<file path="src/rtl/seg7_store_encoder.sv">
// ----------------------------------------------------------------------------
// seg7_store_encoder
//
// Store-side seven-segment block for the LSU output-peripheral bank
// (byte region 0x0000_7020-0x0000_702F). Stored hex digits are encoded into
// active-low 7-segment patterns (bit6=g .. bit0=a) and held in per-digit
// registers. Loads return the raw stored pattern.
//
// Register map (offset within the region):
//   0x0-0x7 : digit registers 0..7
//   0x8     : CTRL, bit0 = scan enable, bit1 = blank-all
//   others  : reserved (writes ignored, reads return 0)
//
// Ports:
//   i_clk, i_rst    clock, synchronous active-high reset
//   i_lsu_addr      LSU byte address
//   i_st_data       store data (bit4 = blank, bits3:0 = hex digit)
//   i_lsu_wren      store strobe, one cycle per store
//   o_ld_data       combinational load data for the addressed register
//   o_hex0..o_hex7  registered static segment patterns
//   o_scan_seg      registered pattern of the currently scanned digit
//   o_scan_an       registered active-low one-hot digit select
// ----------------------------------------------------------------------------
module seg7_store_encoder #(
    parameter int SCAN_DIV   = 50000,
    parameter int NUM_DIGITS = 8
) (
    input  logic        i_clk,
    input  logic        i_rst,
    input  logic [31:0] i_lsu_addr,
    input  logic [31:0] i_st_data,
    input  logic        i_lsu_wren,
    output logic [31:0] o_ld_data,
    output logic [6:0]  o_hex0,
    output logic [6:0]  o_hex1,
    output logic [6:0]  o_hex2,
    output logic [6:0]  o_hex3,
    output logic [6:0]  o_hex4,
    output logic [6:0]  o_hex5,
    output logic [6:0]  o_hex6,
    output logic [6:0]  o_hex7,
    output logic [6:0]  o_scan_seg,
    output logic [7:0]  o_scan_an
);

    localparam int CW = (SCAN_DIV > 1) ? $clog2(SCAN_DIV) : 1;
    localparam logic [6:0] BLANK = 7'h7F;

    logic            hit;
    logic            digit_sel;
    logic            ctrl_sel;
    logic [6:0]      digit [NUM_DIGITS];
    logic [1:0]      ctrl;
    logic [CW-1:0]   cnt;
    logic [2:0]      idx;
    logic [6:0]      hex_q [NUM_DIGITS];
    logic            unused_data;

    // Upper store-data bits carry no meaning for this block.
    assign unused_data = ^i_st_data[31:5];

    assign hit       = (i_lsu_addr[31:4] == 28'h0000702);
    assign digit_sel = hit && !i_lsu_addr[3];
    assign ctrl_sel  = hit && i_lsu_addr[3] && (i_lsu_addr[2:0] == 3'd0);

    // Bit4 requests a blank digit; otherwise bits 3:0 select the glyph.
    function automatic logic [6:0] encode(input logic [4:0] v);
        logic [6:0] p;
        p = BLANK;
        if (!v[4]) begin
            case (v[3:0])
                4'h0: p = 7'h40;
                4'h1: p = 7'h79;
                4'h2: p = 7'h24;
                4'h3: p = 7'h30;
                4'h4: p = 7'h19;
                4'h5: p = 7'h12;
                4'h6: p = 7'h02;
                4'h7: p = 7'h78;
                4'h8: p = 7'h00;
                4'h9: p = 7'h10;
                4'hA: p = 7'h08;
                4'hB: p = 7'h03;
                4'hC: p = 7'h46;
                4'hD: p = 7'h21;
                4'hE: p = 7'h06;
                default: p = 7'h0E;
            endcase
        end
        return p;
    endfunction

    // Digit and control registers; reset takes priority over a store.
    always_ff @(posedge i_clk) begin
        if (i_rst) begin
            for (int n = 0; n < NUM_DIGITS; n++) begin
                digit[n] <= BLANK;
            end
            ctrl <= 2'b00;
        end else if (i_lsu_wren) begin
            if (digit_sel) begin
                digit[i_lsu_addr[2:0]] <= encode(i_st_data[4:0]);
            end
            if (ctrl_sel) begin
                ctrl <= i_st_data[1:0];
            end
        end
    end

    // Scan prescaler and digit index; both held at 0 while scanning is off.
    always_ff @(posedge i_clk) begin
        if (i_rst || !ctrl[0]) begin
            cnt <= '0;
            idx <= 3'd0;
        end else if (cnt == CW'(SCAN_DIV - 1)) begin
            cnt <= '0;
            idx <= idx + 3'd1;
        end else begin
            cnt <= cnt + CW'(1);
        end
    end

    // Output registers: one cycle behind the digit registers and index.
    always_ff @(posedge i_clk) begin
        if (i_rst) begin
            for (int n = 0; n < NUM_DIGITS; n++) begin
                hex_q[n] <= BLANK;
            end
            o_scan_seg <= BLANK;
            o_scan_an  <= 8'hFF;
        end else begin
            for (int n = 0; n < NUM_DIGITS; n++) begin
                hex_q[n] <= ctrl[1] ? BLANK : digit[n];
            end
            o_scan_an  <= ctrl[0] ? ~(8'd1 << idx) : 8'hFF;
            o_scan_seg <= (ctrl[0] && !ctrl[1]) ? digit[idx] : BLANK;
        end
    end

    assign o_hex0 = hex_q[0];
    assign o_hex1 = hex_q[1];
    assign o_hex2 = hex_q[2];
    assign o_hex3 = hex_q[3];
    assign o_hex4 = hex_q[4];
    assign o_hex5 = hex_q[5];
    assign o_hex6 = hex_q[6];
    assign o_hex7 = hex_q[7];

    // Load path reads the registers directly, so a same-cycle store
    // to the same register still returns the old value.
    always_comb begin
        o_ld_data = 32'd0;
        if (digit_sel) begin
            o_ld_data = {25'd0, digit[i_lsu_addr[2:0]]};
        end else if (ctrl_sel) begin
            o_ld_data = {30'd0, ctrl};
        end
    end

endmodule

</file>
<file path="config.mk">
export PLATFORM = sky130hd
export DESIGN_NAME = seg7_store_encoder
export DESIGN_NICKNAME = d
export VERILOG_FILES = /design/src/rtl/seg7_store_encoder.sv
export SDC_FILE = /design/constraint.sdc
export NUM_CORES = 1
export LEC_CHECK = 0
export ABC_CLOCK_PERIOD_IN_PS = 7350
export CAP_MARGIN = 20
export CORE_ASPECT_RATIO = 1.4
export CORE_MARGIN = 3
export CORE_UTILIZATION = 30
export DETAILED_ROUTE_END_ITERATION = 8
export GPL_TIMING_DRIVEN = 0
export PLACE_DENSITY = 0.6
export SLEW_MARGIN = 20
export SYNTH_ARGS = -nofsm -noshare
export SYNTH_HDL_FRONTEND = slang
export SYNTH_SLANG_ARGS = --single-unit
</file>
<file path="constraint.sdc">
create_clock -name i_clk -period 7.35 [get_ports i_clk]
set_clock_uncertainty 0.2 [all_clocks]
set_input_delay 2.205 -clock i_clk [delete_from_list [all_inputs] [get_ports i_clk]]
set_output_delay 2.205 -clock i_clk [all_outputs]
set_load 0.02 [all_outputs]
</file>
; ---- Yosys cells after proc, flatten, opt, wreduce, memory -nomap -nowiden
; Memories as Yosys holds them, arrays and structs flattened. A register that Yosys moved wholly into a read port is not among the register bits.
; Cells that the tools add are included.
[classes]
n_addsub = 2
eq_ne = 2
shifts = 1
n_mux = 32
bitwise = 11
reduce_logical = 14
[ops]
columns = op, n
row1 = 2-to-1 mux 7 bit, 22
row2 = "== test 28 x 11 -> 1 bit, second input constant", 1
row3 = "adder 16 x 1 -> 16 bit, second input constant", 1
row4 = "== test 16 bit, second input constant", 1
row5 = 2-to-1 mux 1 bit, 8
row6 = inverter 8 bit, 1
row7 = bitwise OR 1 bit, 8
row8 = "left shift 1 x 3 -> 8 bit, first input constant", 1
row9 = OR reduction 7 bit, 1
row10 = OR reduction 2 bit, 3
row11 = logical AND 1 bit, 4
row12 = "adder 3 x 1 -> 3 bit, second input constant", 1
row13 = logical NOT 1 bit, 3
row14 = logical NOT 3 bit, 1
row15 = 2-to-1 mux 3 bit, 1
row16 = 2-to-1 mux 2 bit, 1
row17 = inverter 1 bit, 2
row18 = AND reduction 2 bit, 1
row19 = logical OR 1 bit, 1
[totals]
regBits = 29
ram_bits = 112
mem_bits_ro = 112
in_bits = 67
out_inout_bits = 103
word_cells = 69
n_memories = 3
[memory_table]
columns = name, depth, width, read_ports, rd_ports_with_merged_regs, write_ports, line_no
row1 = (no name shown), 16, 7, 1, 0, 0, 71  ; case (v[3:0])
row2 = digit, 8, 7, 10, 1, 8, 52  ; logic [6:0] digit [NUM_DIGITS];
row3 = hex_q, 8, 7, 8, 0, 8, 56  ; logic [6:0] hex_q [NUM_DIGITS];

; ---- Logic depth before layout (Yosys ltp)
; Gate-level depths: netlist of run 1.
[depth]
ltp_word = 8
ltp_mapped = 7
ltp_nobuf = 6

; ---- Least setup slack after synthesis of run 1
; Ideal clock, no wire load.
[synth_timing]
kind = input to output
from = input i_lsu_addr[26]
to = output o_ld_data[2]
t_arrival_ps = 3690
t_required_ps = 4945
path_slack_ps = 1255
path_stages = 4
path_buffers = 0
cell_sequence = nor4_2 > nand3_2 > or3_4 > a2111oi_2
[synth_between]
elab_chain_cells = 3
[synth_lines]
columns = element, line_no
row1 = "start, declared", 30  ; input logic [31:0] i_lsu_addr,
row2 = == test 28 x 11 -> 1 bit, 62  ; assign hit = (i_lsu_addr[31:4] == 28'h0000702);
row3 = logical AND 1 bit, 63  ; assign digit_sel = hit && !i_lsu_addr[3];
row4 = 2-to-1 mux 7 bit, 153  ; if (digit_sel) begin
row5 = "end, declared", 33  ; output logic [31:0] o_ld_data,
; No other way between the ends.

; ---- Worst setup path after layout of run 1
[layout_timing]
from = input i_lsu_addr[19]
to = output o_ld_data[2]
; Same word-level chain as after synthesis.

==> results of run 1 <==
-- flip-flops by register name, indices dropped and copies added, names as in the netlist --
signal,count
digit,56
hex_q,56
cnt,16
o_scan_an,8
o_scan_seg,7
idx,3
ctrl,2
-- critical path: cells and delay by family --
kind / cells / cell delay (ps)
buffers and inverters: 2 / 1150
and+or+nand+nor: 3 / 1160
AOI/OAI and AO/OA: 1 / 310
-- cell families (layout without fill, tap and decap cells) --
kind of cell,count (synthesis),after routing,share of synthesized area (%)
fa+ha+maj,13,13,2.455
mux,37,37,9.630
other cells,1,25,0.05659
buf+inv,69,217,5.665
simple gates,263,263,22.22
compound gates,39,39,4.947
flops,148,148,53.17
xor+xnor,14,14,1.850
-- report_power, final --
part	switching [mW]	total, mW	internal (mW)
Clock	0.348	0.827	0.479
Sequential	0.0257	0.908	0.883
Combinational	0.0968	0.187	0.0902
Total	0.471	1.92	1.45
-- area by class of cell --
type                    instances  area share [%]
inverters                      10          0.4260
flip-flops and latches        148           39.99
repair buffers                116           13.21
well taps                     292           4.147
clock inverters                13           1.377
multi-input cells             391           31.99
clock buffers                  19           5.027
plain buffers                  59           3.834
-- stage by stage --
stage               hold WS, ps  area [sq um]  cells  worst slack [ps]  power [mW]
floorplan                 226.2          6716    608              1255       1.019
global placement          238.1          8243   1016             63.82       1.110
detailed placement        248.7          8243   1016             95.38       1.112
CTS                       263.1          8807   1048             69.47       1.935
global route              306.1          8811   1048             23.06       1.983
finish                    256.7          8811   1048             130.7       1.922
-- worst min-delay path by stage --
stage | start | end | slack, ps
floorplan | cnt[0]$_SDFF_PP0_ | cnt[0]$_SDFF_PP0_ | 230
global placement | cnt[0]$_SDFF_PP0_ | cnt[0]$_SDFF_PP0_ | 240
detailed placement | cnt[0]$_SDFF_PP0_ | cnt[0]$_SDFF_PP0_ | 250
CTS | cnt[0]$_SDFF_PP0_ | cnt[0]$_SDFF_PP0_ | 260
global route | cnt[0]$_SDFF_PP0_ | cnt[0]$_SDFF_PP0_ | 310
finish | cnt[0]$_SDFF_PP0_ | cnt[0]$_SDFF_PP0_ | 260
-- routing by layer --
| metal | wire, microns | vias up | share of wire [%] | GRT usage, % |
|---|---|---|---|---|
| met1 | 7208 | 2345 | 38 | 17.69 |
| met5 | 0 | - | 0 | 0 |
| met3 | 1400 | 48 | 7.3 | 4.130 |
| li1 | - | 2361 | - | - |
| met4 | 627 | 0 | 3.3 | 6.683 |
| met2 | 9841 | 256 | 52 | 29.15 |
-- cells in the mapped netlist (all sizes together) (4+ instances only) --
cell type	n	area (sq um)
or3	58	367.8
and4	5	43.79
nor2	38	142.6
clkbuf	20	75.07
a21oi	6	30.03
buf	39	262.8
inv	9	33.78
xor2	11	96.34
a21o	6	45.04
nor4	6	92.59
nand2	88	330.3
a211oi	8	85.08
mux2	4	45.04
nor2b	4	25.02
ha	13	162.7
mux4	21	473.0
nand4	5	52.55
nand3	25	130.1
edfxtp	56	1682
nor4b	5	80.08
mux2i	12	120.1
nor3	11	80.08
nand2b	8	50.05
dfxtp	92	1842
==> results_dict.tcl, run 1 <==
set metrics [dict create \
    drive_gt1_share_pct 16.27 \
    vias 5010 \
    finalHoldViolCount 0 \
    syn_avg_cell_area_sq_um 11.35 \
    required_ps 4950 \
    die_area_sq_um 23930 \
    crit_end "o_ld_data[2]" \
    multi_input_area_sq_um 2819 \
    fp.dieH_microns 181.9 \
    reg2reg_to "cnt[3]$_SDFF_PP0_" \
    p_per_area_nw_per_um2 218.2 \
    ant_nets 0 \
    final_nets 823 \
    setup_violations 0 \
    clkTransAtPathRegs_ps 60 \
    critPathArrivalTime_ps 4810 \
    via_per_inst 4.781 \
    cts_buffers 17 \
    yosysWarningCount 0 \
    critPathLaunch "i_lsu_addr[19]" \
    io_buffers 116 \
    synth_cell_types 57 \
    peakVddDrop_uv 129.8 \
    cts_setup_buffers 0 \
    worst_slew_pin_slew_ps 939.1 \
    r2r_cells 7 \
    clock-sinks 148 \
    syn_inst 584 \
    slew_viol_final 0 \
    endpoint_kind "primary output" \
    synthArstFlopShare_pct 0 \
    clockRootBuffer "clkbuf_16" \
    antenna_found_initial 0 \
    ctsHoldBuffers 0 \
    status "finished clean" \
    path_common_cell "clkdlybuf4s50_1" \
    post-route-util_pct 41.09 \
    place_congestion 0.9297 \
    crit_type "in -> out" \
    seq_area_sq_um 3523 \
    dr.pass1.iters 5 \
    layout_commonest_cell "clkdlybuf4s50_1" \
    crit_fanout 6 \
    r2r-start "cnt[0]$_SDFF_PP0_" \
    path_cells "clkdlybuf4s50_1, nor4_2, nand3_2, or3_4, a2111oi_2, clkdlybuf4s50_1" \
    grt_max_degree 17 \
    wl_per_cell_microns 18.20 \
    die_x_microns 131.6 \
    grt_pass1_vias 5056 \
    place_hpwl_microns 14750 \
    fin_setup_tns_ps 0 \
    period_share_pct 98.22 \
    drc_errors 0 \
    cts-resized-gates 0 \
    insertion_delay_ps 420 \
    grt.overflow.total 0 \
    io_pins 170 \
    wl_microns 19080 \
    cts.path.max_buffers 2 \
    core_sq_um 21440 \
    ys.flop_type "dfxtp_1" \
    ys_ff_latch 148 \
    grt_usage_pct 16.03 \
    num_rows 63 \
    fmax_ghz 0.1385 \
    fillers 2128 \
    p_leak_nw 3.221 \
    grt_pass1_wl_microns 29160 \
    worst_slew_margin_rel_pct 36.71 \
    insertedDiodeCount 0 \
    first_iter_violations 362 \
    initial_core_util_pct 30.91 \
    synth_edf_count 56 \
    rsz0062_at_grt "no" \
    maxCapViolCount 0 \
    r2r_slack_ps 5130 \
    final_cell_mix "clkdlybuf4s50_1, dfxtp_1, nand2_1" \
    cpMaxStageDelayCell "clkdlybuf4s50_1" \
    htree_levels 4 \
    fin_crit_ps 7219 \
    synth-seq-area-share_pct 53.17 \
    hp-class "reg -> reg" \
    startpoint_type "primary input" \
    slowest_delay_ps 710 \
    syn2layout_area_growth_pct 32.97 \
    netlist_area_sq_um 6626 \
    cts_tree "done" \
    holdPathStages 1 \
]
No activity file was read; power rests on OpenSTA's default activity.
==> run 2: changes to the inputs <==
Settings changed: REMOVE_ABC_BUFFERS from default to 1.
==> results_dict.tcl, run 2 (synthesis gave the netlist of run 1 again) <==
set metrics [dict create \
    slew_viol_final 0 \
    wl_per_cell_microns 16.90 \
    path_common_cell "clkdlybuf4s50_1" \
    rsz0062_at_grt "no" \
    worst_slew_pin_slew_ps 871.3 \
    wl_microns 16770 \
    crit_type "in -> out" \
    status "finished clean" \
    clockRootBuffer "clkbuf_16" \
    grt_usage_pct 13.85 \
    grt.overflow.total 0 \
    peakVddDrop_uv 160.8 \
    initial_core_util_pct 30.91 \
    cts_setup_buffers 0 \
    cts_buffers 17 \
    period_share_pct 97.25 \
    setup_violations 0 \
    dr.pass1.iters 5 \
    fillers 2113 \
    maxCapViolCount 0 \
    critPathBufInv 2 \
    fmax_ghz 0.1399 \
    startpoint_type "primary input" \
    grt_pass1_wl_microns 25470 \
    first_iter_violations 320 \
    die_x_microns 131.6 \
    hp-class "reg -> reg" \
    top_regs "digit (56), hex_q (56), cnt (16)" \
    fin_crit_ps 7148 \
    r2r_slack_ps 5140 \
    post-route-util_pct 39.81 \
    path_delay_family "simple AND/OR/NAND/NOR gates" \
    syn2layout_area_growth_pct 28.80 \
    clkTransAtPathRegs_ps 60 \
    endpoint_kind "primary output" \
    drc_errors 0 \
    p_per_area_nw_per_um2 220.5 \
    required_ps 4950 \
    path_cells "clkdlybuf4s50_1, nor4b_4, nand4_4, or3_4, a2111oi_2, clkdlybuf4s50_1" \
    place_hpwl_microns 11890 \
    r2r-start "idx[2]$_SDFFE_PP0P_" \
    die_area_sq_um 23930 \
    hp-start "cnt[0]$_SDFF_PP0_" \
    drive_gt1_share_pct 13.71 \
    antenna_found_initial 0 \
    grt_pass1_vias 4532 \
    fin_setup_tns_ps 0 \
    worst_slew_margin_rel_pct 41.83 \
    layout_commonest_cell "clkdlybuf4s50_1" \
    htree_levels 4 \
    clock-sinks 148 \
    fp.dieH_microns 181.9 \
    insertion_delay_ps 420 \
    grt_max_degree 40 \
    core_sq_um 21440 \
    total_power_mw 1.882 \
    final_cell_mix "clkdlybuf4s50_1, dfxtp_1, nand2_1" \
    slowest_delay_ps 670 \
    io_pins 170 \
    vias 4689 \
    io_buffers 117 \
    ant_nets 0 \
    via_per_inst 4.727 \
    reg2reg_to "idx[2]$_SDFFE_PP0P_" \
    place_congestion 0.8169 \
    cts.path.max_buffers 2 \
    critPathArrivalTime_ps 4740 \
    holdPathStages 1 \
    r2r_cells 3 \
    num_rows 63 \
    finalHoldViolCount 0 \
    cpMaxStageDelayCell "clkdlybuf4s50_1" \
    p_leak_nw 3.036 \
    crit_fanout 12 \
    hold-path-endpoint "cnt[0]$_SDFF_PP0_" \
    cts_tree "done" \
    insertedDiodeCount 0 \
    final_nets 767 \
]
run 2: cell count changes in the layout (fill, tap and decap cells not counted), moves of 2 or more:
cell             before  now
buf_2                 9    4
inv_6                 5    2
buf_1                 3    0
clkdlybuf4s50_1     115  113
inv_4                 0    2
buf_4                26    0
clkbuf_1             21    2
dfxtp_1              92   90
dfxtp_2               0    2
buf_16                0    2
run 2: where the power goes:
| group | internal, mW | leakage [nW] | switching (mW) | total [mW] |
|---|---|---|---|---|
| clock | 0.472 | 0.281 | 0.339 | 0.811 |
| sequential | 0.882 | 1.32 | 0.0183 | 0.901 |
| combinational | 0.0796 | 1.43 | 0.0911 | 0.171 |
run 2: worst max-delay path by stage:
stage,startpoint,end,slack [ps],depth (start not counted)
after floorplan,i_lsu_addr[26],o_ld_data[2],1250,4
after detailed placement,i_lsu_addr[19],o_ld_data[2],160,6
after global routing,i_lsu_addr[26],o_ld_data[2],20,6
after CTS,i_lsu_addr[19],o_ld_data[2],140,6
after global placement,i_lsu_addr[1],o_ld_data[1],-580,5
final,i_lsu_addr[4],o_ld_data[2],200,6
run 2: layout make-up:
class	count	area, sq um	share of cell area, %
multi-input combinational	391	2843	33.31
timing repair buffer	119	1206	14.13
clock buffer	22	485.5	5.688
tap	292	365.4	4.281
sequential	148	3526	41.31
inverter	10	37.54	0.4398
clock inverter	10	71.32	0.8357
run 2: metal layers:
metal | part of all wire, % | GRT usage, % | up-vias
li1 | - | - | 2246
met4 | 2.3 | 5.675 | 0
met2 | 52 | 24.66 | 188
met1 | 39 | 16.08 | 2230
met5 | 0 | 0 | -
met3 | 6.9 | 3.049 | 25
run 2: timing repair:
item | CTS | global route
hold buffers | 0 | 0
endpoints found under the setup margin | 0 | 1
resized for setup | 0 | 1
run 2: through the flow:
stage,cell area (sq um),hold WS (ps),setup slack [ps],instances
6_report,8534,264.5,202.1,992
3_3_place_gp,7915,239.1,-584.8,958
2_1_floorplan,6379,226.2,1255,549
5_1_grt,8534,293.3,18.40,992
3_5_place_dp,7969,262.5,159.4,960
4_1_cts,8526,278.0,142.6,992
